`config.mk`:
```
export PLATFORM = sky130hd
export DESIGN_NAME = pwm_capture
export DESIGN_NICKNAME = d
export VERILOG_FILES = /design/src/rtl/pwm_pkg.sv /design/src/rtl/pwm_chan_meter.sv /design/src/rtl/pwm_capture.sv
export SDC_FILE = /design/constraint.sdc
export NUM_CORES = 1
export LEC_CHECK = 0
export BUFFER_PORTS_ARGS = -buffer_cell sky130_fd_sc_hd__clkbuf_2
export CORE_MARGIN = 2
export CORE_UTILIZATION = 57
export DETAILED_ROUTE_END_ITERATION = 12
export MAX_ROUTING_LAYER = met4
export PLACE_DENSITY = 0.78
export SLEW_MARGIN = 20
export SYNTH_ARGS = -nofsm -noshare
export SYNTH_HDL_FRONTEND = slang
export SYNTH_SLANG_ARGS = --single-unit
```
`constraint.sdc`:
```
create_clock -name clk -period 1.9 [get_ports clk]
set_clock_uncertainty 0.05 [all_clocks]
set_input_delay 0.095 -clock clk [delete_from_list [all_inputs] [get_ports clk]]
set_output_delay 0.095 -clock clk [all_outputs]
set_load 0.05 [all_outputs]
```
`src/rtl/pwm_pkg.sv`:
```
// Shared constants and types for the PWM capture block and its channel meters.
package pwm_pkg;

  // Default PWM period in clk cycles; also the measurement window length.
  localparam int PWM_INTERVAL_DEFAULT = 1250;

  // Width needed to hold a duty count in the range 0..interval inclusive.
  function automatic int duty_width(input int interval);
    return $clog2(interval + 1);
  endfunction

  localparam int DUTY_W_DEFAULT = $clog2(PWM_INTERVAL_DEFAULT + 1);

  // Duty count type sized for the default interval (11 bits at 1250).
  typedef logic [DUTY_W_DEFAULT-1:0] duty_t;

endpackage

```
`src/rtl/pwm_chan_meter.sv`:
```
// One PWM channel meter: synchronizes the line, normalizes polarity, counts
// active cycles and watches for edges within the current window. At the
// window's terminal cycle it publishes the count and the stuck-level flag.
module pwm_chan_meter
  import pwm_pkg::*;
#(
  parameter bit ACTIVE_LOW  = 1'b1,
  parameter int SYNC_STAGES = 2,
  parameter int CNT_W       = duty_width(PWM_INTERVAL_DEFAULT)
) (
  input  logic             clk,
  input  logic             rst_n,
  input  logic             pwm_in,
  input  logic             window_end,
  output logic [CNT_W-1:0] duty,
  output logic             stuck
);

  // Level the line rests at when the LED is off; flops reset to it so that
  // no spurious edge or active cycle is seen right after reset.
  localparam logic INACTIVE = ACTIVE_LOW;

  logic [SYNC_STAGES-1:0] sync_pipe;
  logic                   prev_level;
  logic [CNT_W-1:0]       acc;
  logic                   seen;
  logic                   level;
  logic                   active;
  logic                   edge_now;

  assign level    = sync_pipe[SYNC_STAGES-1];
  assign active   = level ^ ACTIVE_LOW;
  assign edge_now = (level != prev_level);

  // Synchronizer chain bringing the asynchronous line into the clk domain.
  always_ff @(posedge clk or negedge rst_n) begin
    if (!rst_n) begin
      sync_pipe <= {SYNC_STAGES{INACTIVE}};
    end else begin
      sync_pipe <= {sync_pipe[SYNC_STAGES-2:0], pwm_in};
    end
  end

  // Per-window accumulation of active cycles and edge detection; both
  // restart at the terminal cycle, whose own sample belongs to the closing window.
  always_ff @(posedge clk or negedge rst_n) begin
    if (!rst_n) begin
      prev_level <= INACTIVE;
      acc        <= '0;
      seen       <= 1'b0;
    end else begin
      prev_level <= level;
      if (window_end) begin
        acc  <= '0;
        seen <= 1'b0;
      end else begin
        acc  <= acc + CNT_W'(active);
        seen <= seen | edge_now;
      end
    end
  end

  // Result registers, loaded once per window and held until the next one.
  always_ff @(posedge clk or negedge rst_n) begin
    if (!rst_n) begin
      duty  <= '0;
      stuck <= 1'b0;
    end else begin
      if (window_end) begin
        duty  <= acc + CNT_W'(active);
        stuck <= ~(seen | edge_now);
      end else begin
        duty  <= duty;
        stuck <= stuck;
      end
    end
  end

endmodule

```
`src/rtl/pwm_capture.sv`:
```
// Three-channel PWM duty capture. A free-running window counter is the only
// sequencer; every window is exactly PWM_INTERVAL cycles long, and each
// channel meter publishes its duty and stuck flag at the window's end.
module pwm_capture
  import pwm_pkg::*;
#(
  parameter int PWM_INTERVAL = PWM_INTERVAL_DEFAULT,
  parameter bit ACTIVE_LOW   = 1'b1,
  parameter int SYNC_STAGES  = 2,
  parameter int CNT_W        = duty_width(PWM_INTERVAL)
) (
  input  logic             clk,
  input  logic             rst_n,
  input  logic             pwm_r,
  input  logic             pwm_g,
  input  logic             pwm_b,
  output logic [CNT_W-1:0] duty_r,
  output logic [CNT_W-1:0] duty_g,
  output logic [CNT_W-1:0] duty_b,
  output logic             stuck_r,
  output logic             stuck_g,
  output logic             stuck_b,
  output logic             duty_valid,
  output logic [15:0]      window_idx
);

  localparam logic [CNT_W-1:0] LAST_CNT = CNT_W'(PWM_INTERVAL - 1);

  logic [CNT_W-1:0] window_cnt;
  logic             window_end;

  assign window_end = (window_cnt == LAST_CNT);

  // Window counter: 0..PWM_INTERVAL-1, wrapping; not locked to the source phase.
  always_ff @(posedge clk or negedge rst_n) begin
    if (!rst_n) begin
      window_cnt <= '0;
    end else begin
      if (window_end) begin
        window_cnt <= '0;
      end else begin
        window_cnt <= window_cnt + CNT_W'(1);
      end
    end
  end

  // Result strobe and completed-window counter, aligned with the meter results.
  always_ff @(posedge clk or negedge rst_n) begin
    if (!rst_n) begin
      duty_valid <= 1'b0;
      window_idx <= 16'd0;
    end else begin
      duty_valid <= window_end;
      if (window_end) begin
        window_idx <= window_idx + 16'd1;
      end else begin
        window_idx <= window_idx;
      end
    end
  end

  pwm_chan_meter #(
    .ACTIVE_LOW (ACTIVE_LOW),
    .SYNC_STAGES(SYNC_STAGES),
    .CNT_W      (CNT_W)
  ) u_meter_r (
    .clk       (clk),
    .rst_n     (rst_n),
    .pwm_in    (pwm_r),
    .window_end(window_end),
    .duty      (duty_r),
    .stuck     (stuck_r)
  );

  pwm_chan_meter #(
    .ACTIVE_LOW (ACTIVE_LOW),
    .SYNC_STAGES(SYNC_STAGES),
    .CNT_W      (CNT_W)
  ) u_meter_g (
    .clk       (clk),
    .rst_n     (rst_n),
    .pwm_in    (pwm_g),
    .window_end(window_end),
    .duty      (duty_g),
    .stuck     (stuck_g)
  );

  pwm_chan_meter #(
    .ACTIVE_LOW (ACTIVE_LOW),
    .SYNC_STAGES(SYNC_STAGES),
    .CNT_W      (CNT_W)
  ) u_meter_b (
    .clk       (clk),
    .rst_n     (rst_n),
    .pwm_in    (pwm_b),
    .window_end(window_end),
    .duty      (duty_b),
    .stuck     (stuck_b)
  );

endmodule

```
==> impl_metrics.csv, run 1 <==
group,metric,value,unit
power_and_ir_drop,static-leakage-power,2.45,nW
sta,drv_slew,0,
worst_setup_path,regToRegEndpoint,"window_idx[15]",
worst_setup_path,path_buf_inv,1,
clock_network,cts_tree,"built",
sta,period_share,93.0,%
synth,yosys_warnings,0,
min_path,hp-class,"primary input to async pin",
synth,synth_top_family_by_area,"simple AND/OR/NAND/NOR gates",
sta,rsz0062_at_grt,"false",
route,vias,2971,
sta,setup_viol,0,
final_layout,utilization,66.7,%
route,drt-pass1-iter-count,4,
clock_network,cts_resized,0,
die,fp-row-count,32,
synth,syn_area_per_cell,10.9,um^2
clock_network,clockBufferDepth,2,
route,drt_iter0_drc,133,
synth,synth_flop_cell,"dfrtp_1",
synth,synth_compound_area_share,3.19,%
synth,synth_edf_count,0,
worst_setup_path,r2r_start,"window_cnt[1]",
place,dp_hpwl,5.33,mm
global_routing,grt_overflow,0,
final_layout,final_layout_size_suffix_gt1_share,20.1,%
clock_network,htreeDepth,3,
clock_network,holdBufCountCts,4,
worst_setup_path,crit_path_start_kind,"flip-flop",
worst_setup_path,crit_end,"window_idx[15]",
synth,netlist_area,4390,um^2
synth,synthArstFlopShare,100,%
sta,worst-slew-pin-transition,0.462,ns
route,wirelength,7.59,mm
global_routing,grt_pass1_wl,13.3,mm
clock_network,clkTransAtPathRegs,0.10,ns
global_routing,grt.total_usage,20.4,%
power_and_ir_drop,ir_worst_vdd,0.468,mV
power_and_ir_drop,clkPwrFrac,26.8,%
sta,finalCriticalPeriod,1.77,ns
power_and_ir_drop,p_comb_share,12.8,%
global_routing,antenna_found_initial,0,
worst_setup_path,critical_path_class,"flip-flop to flip-flop",
worst_setup_path,critPathCaptureType,"flip-flop",
sta,max_slew_margin,69.2,%
worst_setup_path,r2r_cells,6,
route,final_antenna_net_count,0,
synth,muxShareOfSynthArea,0,%
synth,synthSimpleGateAreaFrac,19.4,%
clock_network,cts_root_buf,"clkbuf_8",
sta,clock.fmax,566,MHz
clock_network,clock_latency,0.36,ns
power_and_ir_drop,swShare,27.4,%
die,die_w,91.8,um
synth,ys_types,27,
power_and_ir_drop,internal_power,3.32,mW
die,ioPinCount,58,
final_layout,area_growth,15.5,%
final_layout,layout.nets,487,
clock_network,cts_made_buffers,9,
worst_setup_path,crit_path_start,"window_cnt[1]",
worst_setup_path,worst-path-stages,6,
synth,synth_fa_ha_area_share,2.56,%
worst_setup_path,crit_path_max_fanout,5,
die,start_util,57.8,%
global_routing,first_global_vias,2872,
route,wl_per_cell,13.1,um
worst_setup_path,cp_slowest_cell,"or3b_1",
worst_setup_path,path_cells,"inv_1 > ha_1 > and4bb_2 > nand4_1 > or3b_1 > xnor2_1",
route,drc,0,
clock_network,clock_sinks,109,
die,core,7610,um^2
power_and_ir_drop,power.density,901,nW/um^2
flow_run,max_cap_viol_count,0,
run_status,run_status,"complete, no violations",
sta,timing.setup.tns,0,ns
worst_setup_path,critical_path_required,2.11,ns
die,die_y,91.8,um
power_and_ir_drop,switchingPower,1.25,mW
worst_setup_path,slowest_delay,0.45,ns
synth,ys_ff_latch,109,
power_and_ir_drop,seqPwrFrac,60.4,%
die,dieArea,8430,um^2
sta,timing_hold_violations_final,0,
synth,synth_seq_area_share,62.3,%
worst_setup_path,critical_path.top_delay_family,"simple AND/OR/NAND/NOR gates",
place,numPortBuffers,57,
final_layout,antenna_cells,0,
global_routing,grt_max_degree,42,
place,gp_congestion,0.859,
route,vias_per_cell,5.13,
clock_network,post-cts-setup-buffers,0,
synth,synth_nets,417,
synth,synthCells,403,
synth,synthXorXnorAreaFrac,10.6,%
worst_setup_path,arrival,1.97,ns
worst_setup_path,r2r_slack,0.13,ns
## state kept, by name (all words and copies together) (netlist names), 11 cells and up
name and flops:
window_idx 16, u_meter_b.acc 11, u_meter_b.duty 11, u_meter_g.acc 11, u_meter_g.duty 11, u_meter_r.acc 11
u_meter_r.duty 11, window_cnt 11
## through the flow
step | hold slack, ns | std cells | setup slack [ns] | power [mW] | cell area (um^2)
final | 0.166 | 579 | 0.133 | 4.57 | 5070
after global placement | 0.0294 | 560 | 0.158 | 3.35 | 4870
after floorplan | -0.251 | 403 | 0.0159 | 3.18 | 4390
after detailed placement | 0.0310 | 560 | 0.0999 | 3.39 | 4870
after CTS | 0.171 | 579 | 0.108 | 4.63 | 5070
after global routing | 0.190 | 579 | 0.00611 | 4.84 | 5070
## Yosys cell counts, types with 2 or more instances
master,n,share of area (%)
nand2_1,66,5.6
a21oi_1,6,0.68
clkbuf_1,6,0.51
dfstp_2,9,5.4
nand3_1,22,2.5
nor4_1,4,0.57
and4_1,2,0.40
and2_1,8,1.1
buf_2,5,0.57
inv_1,7,0.60
and3_1,2,0.28
dfrtp_1,100,57
o21ai_0,22,2.5
xnor2_1,30,6.0
nor3_1,8,0.91
xor2_1,23,4.6
ha_1,9,2.6
nor2_1,54,4.6
nand4_1,12,1.7
## cell families (layout without fill, tap and decap cells)
family | after synthesis | after routing
AO/OA/AOI/OAI | 28 | 28
XOR/XNOR | 53 | 53
adder cells (fa/ha/maj) | 9 | 9
buffers and inverters | 20 | 94
flip-flops | 109 | 109
AND/OR/NAND/NOR | 184 | 184
## worst reg2reg max path: stages, from the launching register on
cell and delay, ns:
dfrtp_1 0.38, inv_1 0.05, ha_1 0.13, and4bb_2 0.27, nand4_1 0.21, or3b_1 0.45, xnor2_1 0.13
## placed cells by master (no fill, tap or decap), drive strengths merged
| master | n |
|---|---|
| clkinvlp | 2 |
| and2 | 8 |
| nand3 | 23 |
| nor2 | 54 |
| inv | 8 |
| nand4 | 12 |
| nor4 | 4 |
| nand2 | 66 |
| xnor2 | 30 |
| ha | 9 |
| clkbuf | 67 |
| buf | 11 |
| o21ai | 22 |
| and4 | 3 |
| a21oi | 6 |
| and4bb | 1 |
| xor2 | 23 |
| dlygate4sd3 | 4 |
| dfrtp | 100 |
| nor3 | 8 |
| or3b | 1 |
| clkinv | 2 |
| nor4b | 1 |
| and3 | 3 |
| dfstp | 9 |
## worst min-delay path by stage
| stage | slack, ns | endpoint | depth (start not counted) | from |
|---|---|---|---|---|
| 2_1_floorplan | -0.25 | duty_valid | 0 | rst_n |
| 6_report | 0.17 | u_meter_r.acc[5] | 2 | rst_n |
| 4_1_cts | 0.17 | u_meter_r.acc[5] | 2 | rst_n |
| 3_3_place_gp | 0.03 | u_meter_r.duty[4] | 1 | rst_n |
| 3_5_place_dp | 0.03 | u_meter_r.acc[5] | 1 | rst_n |
| 5_1_grt | 0.19 | u_meter_r.acc[5] | 2 | rst_n |
## layout make-up
class                           count  area (um^2)
Clock inverter                      4         25.0
Fill cell                         602         2530
Clock buffer                       11          141
Timing Repair Buffer               71          440
Sequential cell                   109         2740
Multi-Input combinational cell    274         1570
Tap cell                          102          128
Inverter                            8         30.0
## power groups by stage
stage                     logic, mW  registers, mW  clock network [mW]
final                         0.586           2.76                1.22
after global routing          0.675           2.79                1.38
after CTS                     0.601           2.76                1.28
after detailed placement      0.591           2.80                   0
after global placement        0.566           2.78                   0
after floorplan               0.430           2.75                   0
## routing by layer
layer / vias up / GRT usage, % / routed length [um]
met1: 1447 / 26.2 / 3480
met3: 14 / 5.01 / 246
met4: 0 / 7.34 / 121
met5: - / - / 0
met2: 52 / 31.8 / 3740
li1: 1458 / - / -
Power figures use the tool's default switching activity.
==> run 2, diff against run 1 <==
--- a/config.mk
+++ b/config.mk
@@ -7,10 +7,10 @@
 export LEC_CHECK = 0
 export BUFFER_PORTS_ARGS = -buffer_cell sky130_fd_sc_hd__clkbuf_2
 export CORE_MARGIN = 2
-export CORE_UTILIZATION = 57
+export CORE_UTILIZATION = 60
 export DETAILED_ROUTE_END_ITERATION = 12
 export MAX_ROUTING_LAYER = met4
-export PLACE_DENSITY = 0.78
+export PLACE_DENSITY = 0.81
 export SLEW_MARGIN = 20
 export SYNTH_ARGS = -nofsm -noshare
 export SYNTH_HDL_FRONTEND = slang
==> constraint.sdc (replaced) <==
create_clock -name clk -period 2.24 [get_ports clk]
set_clock_uncertainty 0.05 [all_clocks]
set_input_delay 0.112 -clock clk [delete_from_list [all_inputs] [get_ports clk]]
set_output_delay 0.112 -clock clk [all_outputs]
set_load 0.05 [all_outputs]
==> run 2 against run 1 <==
  * Routed wire length grew 1.4%
  * Fmax shrank 8.4%
  * Largest cell class unchanged
  * Power shrank 13%
  * Largest power group unchanged
  * Sequential cell count is the same
  * Critical endpoint is now window_idx[11]
  * Cell count shrank 1.2%
  * Critical path type unchanged
  * Clock-buffer cell count grew 2
  * Setup slack gained 0.18 ns
==> impl_metrics.csv, run 2 (synthesized netlist as in run 1, its figures left out) <==
group,metric,value,unit
clock_network,clock_latency,0.36,ns
global_routing,grt_overflow,0,
power_and_ir_drop,clkPwrFrac,28.7,%
sta,worst-slew-pin-transition,0.523,ns
power_and_ir_drop,internal_power,2.91,mW
die,ioPinCount,58,
worst_setup_path,r2r_cells,5,
global_routing,grt.total_usage,21.8,%
clock_network,post-cts-setup-buffers,0,
route,drt_iter0_drc,108,
die,fp-row-count,31,
power_and_ir_drop,static-leakage-power,2.43,nW
worst_setup_path,r2r_start,"window_cnt[0]",
die,core,7180,um^2
power_and_ir_drop,switchingPower,1.06,mW
final_layout,area_growth,14.7,%
clock_network,cts_tree,"built",
sta,setup_viol,0,
route,vias_per_cell,5.13,
die,die_w,89.6,um
clock_network,clock_sinks,109,
worst_setup_path,r2r_slack,0.31,ns
power_and_ir_drop,power.density,788,nW/um^2
global_routing,grt_pass1_wl,13.0,mm
worst_setup_path,critPathCaptureType,"flip-flop",
place,dp_cells,552,
worst_setup_path,arrival,2.17,ns
final_layout,final_cell_mix,"dfrtp_1 (100), nand2_1 (66), clkbuf_2 (56)",
sta,drv_slew,0,
worst_setup_path,critical_path_class,"flip-flop to flip-flop",
flow_run,max_cap_viol_count,0,
sta,finalCriticalPeriod,1.93,ns
clock_network,clockBufferDepth,2,
final_layout,final_common_cell,"dfrtp_1",
power_and_ir_drop,p_comb_share,12.4,%
route,drt-pass1-iter-count,4,
worst_setup_path,crit_path_start_kind,"flip-flop",
place,numPortBuffers,57,
worst_setup_path,critical_path_required,2.48,ns
final_layout,layout.nets,482,
global_routing,first_global_vias,2837,
final_layout,final_layout_size_suffix_gt1_share,18.8,%
final_layout,regMostFlops,"window_idx",
run_status,run_status,"complete, no violations",
place,dp_hpwl,5.23,mm
sta,rsz0062_at_grt,"false",
global_routing,antenna_found_initial,0,
clock_network,cts_made_buffers,9,
power_and_ir_drop,seqPwrFrac,58.9,%
worst_setup_path,regToRegEndpoint,"window_idx[11]",
final_layout,instances_no_fill,572,
sta,period_share,86.1,%
route,vias,2934,
die,dieArea,8020,um^2
clock_network,htreeDepth,3,
final_layout,antenna_cells,0,
power_and_ir_drop,ir_worst_vdd,0.424,mV
sta,clock.fmax,519,MHz
power_and_ir_drop,swShare,26.8,%
route,final_antenna_net_count,0,
sta,max_slew_margin,64.8,%
min_path,hp-class,"primary input to async pin",
route,drc,0,
place,gp_congestion,0.924,
clock_network,clkTransAtPathRegs,0.10,ns
sta,timing.setup.tns,0,ns
sta,timing_hold_violations_final,0,
clock_network,cts_root_buf,"clkbuf_8",
global_routing,grt_max_degree,59,
die,start_util,61.2,%
worst_setup_path,crit_path_max_fanout,7,
final_layout,largest_register_ff_count,16,
route,wirelength,7.70,mm
route,wl_per_cell,13.5,um
die,die_y,89.6,um
-- run 2: cell count changes in the layout (fill, tap and decap cells not counted) --
cell        delta
clkinvlp_4     -1
clkbuf_8       -1
buf_4          -4
buf_12         -1
clkinv_4       +1
clkbuf_1       +3
clkinv_2       -2
bufinv_16      +1
-- run 2: how the worst max path moves through the flow --
stage,from,to,slack (ns),cells after the start
floorplan,window_idx[2],window_idx[15],0.36,4
global placement,window_cnt[1],window_idx[15],0.45,6
detailed placement,window_cnt[1],window_idx[11],0.34,6
CTS,window_cnt[1],window_idx[11],0.32,6
global route,window_cnt[1],window_idx[11],0.17,6
finish,window_cnt[0],window_idx[11],0.31,5
-- run 2: metal layers --
layer | track usage [%] | wire length, um | up-vias
met5 | - | 0 | -
met1 | 29.2 | 3530 | 1426
met2 | 34.0 | 3820 | 50
met4 | 6.11 | 95 | 0
met3 | 4.84 | 252 | 11
li1 | - | - | 1447
-- run 2: power by group through the flow --
stage               Sequential [mW]  Combinational (mW)  Clock, mW
floorplan                      2.34               0.364          0
global placement               2.36               0.473          0
detailed placement             2.37               0.493          0
CTS                            2.34               0.503       1.16
global route                   2.36               0.576       1.24
finish                         2.34               0.495       1.14
-- run 2: what timing repair did --
item	in CTS	in global routing
hold endpoints to repair	35	0
gates resized for setup	0	0
hold buffers	4	0
-- run 2: layout make-up --
cell class,instances,area (um^2)
fill,545,2140
multi-input combinational,274,1570
clock inverter,3,46.3
tap,99,124
clock buffer,13,139
inverter,8,30.0
sequential,109,2740
timing repair buffer,66,390
-- run 2: critical path, stage by stage, from the launching register on --
cell	delay, ns
dfrtp_1	0.49
ha_1	0.20
and4bb_2	0.27
nand4_1	0.22
nor4_1	0.46
xor2_1	0.18
-- run 2: per-stage QoR --
| step | hold slack [ns] | total power, mW | utilization (%) | instance area (um^2) | setup slack (ns) |
|---|---|---|---|---|---|
| 6_report | 0.182 | 3.97 | 70.2 | 5040 | 0.312 |
| 5_1_grt | 0.223 | 4.18 | 70.2 | 5040 | 0.174 |
| 4_1_cts | 0.196 | 4.00 | 70.2 | 5040 | 0.322 |
| 3_5_place_dp | 0.0379 | 2.86 | 67.1 | 4810 | 0.344 |
| 3_3_place_gp | 0.0302 | 2.83 | 67.1 | 4810 | 0.450 |
| 2_1_floorplan | -0.234 | 2.70 | - | 4390 | 0.356 |
==> run 3, diff against run 2 <==
--- a/config.mk
+++ b/config.mk
@@ -6,11 +6,13 @@
 export NUM_CORES = 1
 export LEC_CHECK = 0
 export BUFFER_PORTS_ARGS = -buffer_cell sky130_fd_sc_hd__clkbuf_2
+export CELL_PAD_IN_SITES_DETAIL_PLACEMENT = 0
+export CELL_PAD_IN_SITES_GLOBAL_PLACEMENT = 2
 export CORE_MARGIN = 2
-export CORE_UTILIZATION = 60
+export CORE_UTILIZATION = 40
 export DETAILED_ROUTE_END_ITERATION = 12
 export MAX_ROUTING_LAYER = met4
-export PLACE_DENSITY = 0.81
+export PLACE_DENSITY = 0.83
 export SLEW_MARGIN = 20
 export SYNTH_ARGS = -nofsm -noshare
 export SYNTH_HDL_FRONTEND = slang
==> run 3 against run 2 <==
  * Routed wire length increased by 2.0%
  * Sequential share of layout area decreased by 0.65 points
  * Cell count increased by 7.5%
  * Combinational power about the same
  * Clock-buffer cell count decreased by 4
  * Fmax increased by 2.4%
  * Sequential power about the same
  * Cell area increased by 1.2%
  * Power decreased by 0.88%
  * Core utilization decreased by 23 points
  * Via count decreased by 1.3%
  * Critical path depth increased by 1
  * Critical endpoint is now window_idx[15]
  * Largest power group unchanged
  * Highest routed layer unchanged
==> impl_metrics.csv, run 3 (synthesized netlist as in run 1, its figures left out) <==
group,metric,value,unit
run_status,run_status,"complete, no violations",
die,start_util,40.7,%
sta,period_share,84.1,%
final_layout,layout.nets,484,
place,dp_hpwl,5.38,mm
power_and_ir_drop,static-leakage-power,2.44,nW
route,vias,2896,
power_and_ir_drop,power.density,772,nW/um^2
place,gp_congestion,0.841,
flow_run,max_cap_viol_count,0,
sta,rsz0062_at_grt,"false",
sta,clock.fmax,531,MHz
clock_network,clock_sinks,109,
route,drt_iter0_drc,117,
final_layout,final_common_cell,"dfrtp_1",
worst_setup_path,critical_path_class,"flip-flop to flip-flop",
sta,setup_viol,0,
place,dpl_cell_area,4880,um^2
clock_network,cts_root_buf,"clkbuf_8",
worst_setup_path,crit_path_start_kind,"flip-flop",
worst_setup_path,r2r_cells,6,
sta,timing.setup.tns,0,ns
final_layout,instances_no_fill,615,
clock_network,clock_latency,0.37,ns
sta,finalCriticalPeriod,1.88,ns
route,wirelength,7.85,mm
final_layout,final_layout_size_suffix_gt1_share,20.0,%
clock_network,htreeDepth,3,
die,fp-row-count,38,
place,numPortBuffers,57,
final_layout,antenna_cells,0,
global_routing,grt_max_degree,63,
final_layout,final_area,5100,um^2
final_layout,final_cell_mix,"dfrtp_1 (100), nand2_1 (66), clkbuf_2 (56)",
power_and_ir_drop,ir_worst_vdd,0.376,mV
place,dp_cells,595,
die,die_y,109,um
die,die_w,109,um
route,drt-pass1-iter-count,4,
sta,max_slew_margin,66.5,%
clock_network,cts_tree,"built",
global_routing,grtUsageMet2,22.6,%
global_routing,grtUsageMet1,20.0,%
min_path,hp-class,"primary input to async pin",
final_layout,largest_register_ff_count,16,
clock_network,post-cts-setup-buffers,0,
worst_setup_path,crit_path_start,"window_cnt[1]",
worst_setup_path,regToRegEndpoint,"window_idx[15]",
final_layout,num-fill-cells,1031,
die,ioPinCount,58,
global_routing,grtUsageMet3,2.93,%
route,wl_per_cell,12.8,um
die,core,10800,um^2
final_layout,area_growth,16.1,%
die,dieArea,11800,um^2
clock_network,clockBufferDepth,2,
worst_setup_path,r2r_start,"window_cnt[1]",
sta,timing_hold_violations_final,0,
global_routing,grt_overflow,0,
worst_setup_path,crit_path_max_fanout,6,
clock_network,cts_resized,0,
route,drc,0,
global_routing,grt_busiest_layer,"met2",
clock_network,cts_made_buffers,9,
worst_setup_path,r2r_slack,0.36,ns
global_routing,grt_pass1_wl,13.5,mm
worst_setup_path,critical_path_required,2.46,ns
final_layout,utilization,47.3,%
sta,worst-slew-pin-transition,0.498,ns
route,final_antenna_net_count,0,
clock_network,clkTransAtPathRegs,0.11,ns
sta,fin_hold_ws,0.0475,ns
worst_setup_path,critPathCaptureType,"flip-flop",
global_routing,grt.total_usage,15.1,%
route,vias_per_cell,4.71,
final_layout,regMostFlops,"window_idx",
global_routing,antenna_found_initial,0,
sta,drv_slew,0,
worst_setup_path,arrival,2.10,ns
global_routing,first_global_vias,2894,
run 3: changes by cell type in the layout (fill, tap and decap cells not counted):
| cell | previous run | this run |
|---|---|---|
| clkinv_2 | 0 | 1 |
| inv_6 | 0 | 3 |
| clkbuf_1 | 4 | 0 |
| buf_4 | 4 | 6 |
| bufinv_16 | 1 | 0 |
| clkinv_4 | 1 | 2 |
run 3: repair_timing:
item / CTS / global route
hold endpoints to repair: 103 / 0
setup endpoints to repair: 0 / 0
hold buffers: 4 / 0
run 3: worst max-delay path by stage:
stage                endpoint  slack, ns  depth (start not counted)
3_5_place_dp   window_idx[15]       0.34                          6
3_3_place_gp   window_idx[15]       0.43                          6
2_1_floorplan  window_idx[15]       0.36                          4
4_1_cts        window_idx[15]       0.33                          6
5_1_grt        window_idx[11]       0.21                          6
6_report       window_idx[15]       0.36                          6
run 3: layer usage:
metal / vias up / wire [um]
met4: 0 / 117
met2: 39 / 3590
met5: - / 0
met3: 13 / 226
li1: 1461 / -
met1: 1383 / 3920
run 3: layout make-up:
class	instances	area [um^2]	area share, %
Sequential cell	109	2740	53.7
Clock inverter	7	56.3	1.10
Multi-Input combinational cell	274	1570	30.8
Tap cell	140	175	3.43
Clock buffer	9	124	2.43
Inverter	8	30.0	0.589
Timing Repair Buffer	68	405	7.95
run 3: worst max-delay path, cell delays in order (launching register included):
cell	delay, ns
dfrtp_1	0.45
inv_1	0.08
ha_1	0.13
and4bb_2	0.27
nand4_1	0.22
or3b_1	0.45
xnor2_1	0.13
run 3: through the flow:
| step | power (mW) | setup WS (ns) |
|---|---|---|
| floorplan | 2.70 | 0.356 |
| global placement | 2.85 | 0.428 |
| detailed placement | 2.88 | 0.341 |
| CTS | 4.01 | 0.328 |
| global route | 4.19 | 0.207 |
| finish | 3.94 | 0.357 |
run 3: report_power, final:
part	total, mW	internal, mW	switching [mW]
registers	2.34	2.17	0.171
logic	0.492	0.219	0.272
clock network	1.11	0.419	0.690
total	3.94	2.80	1.13
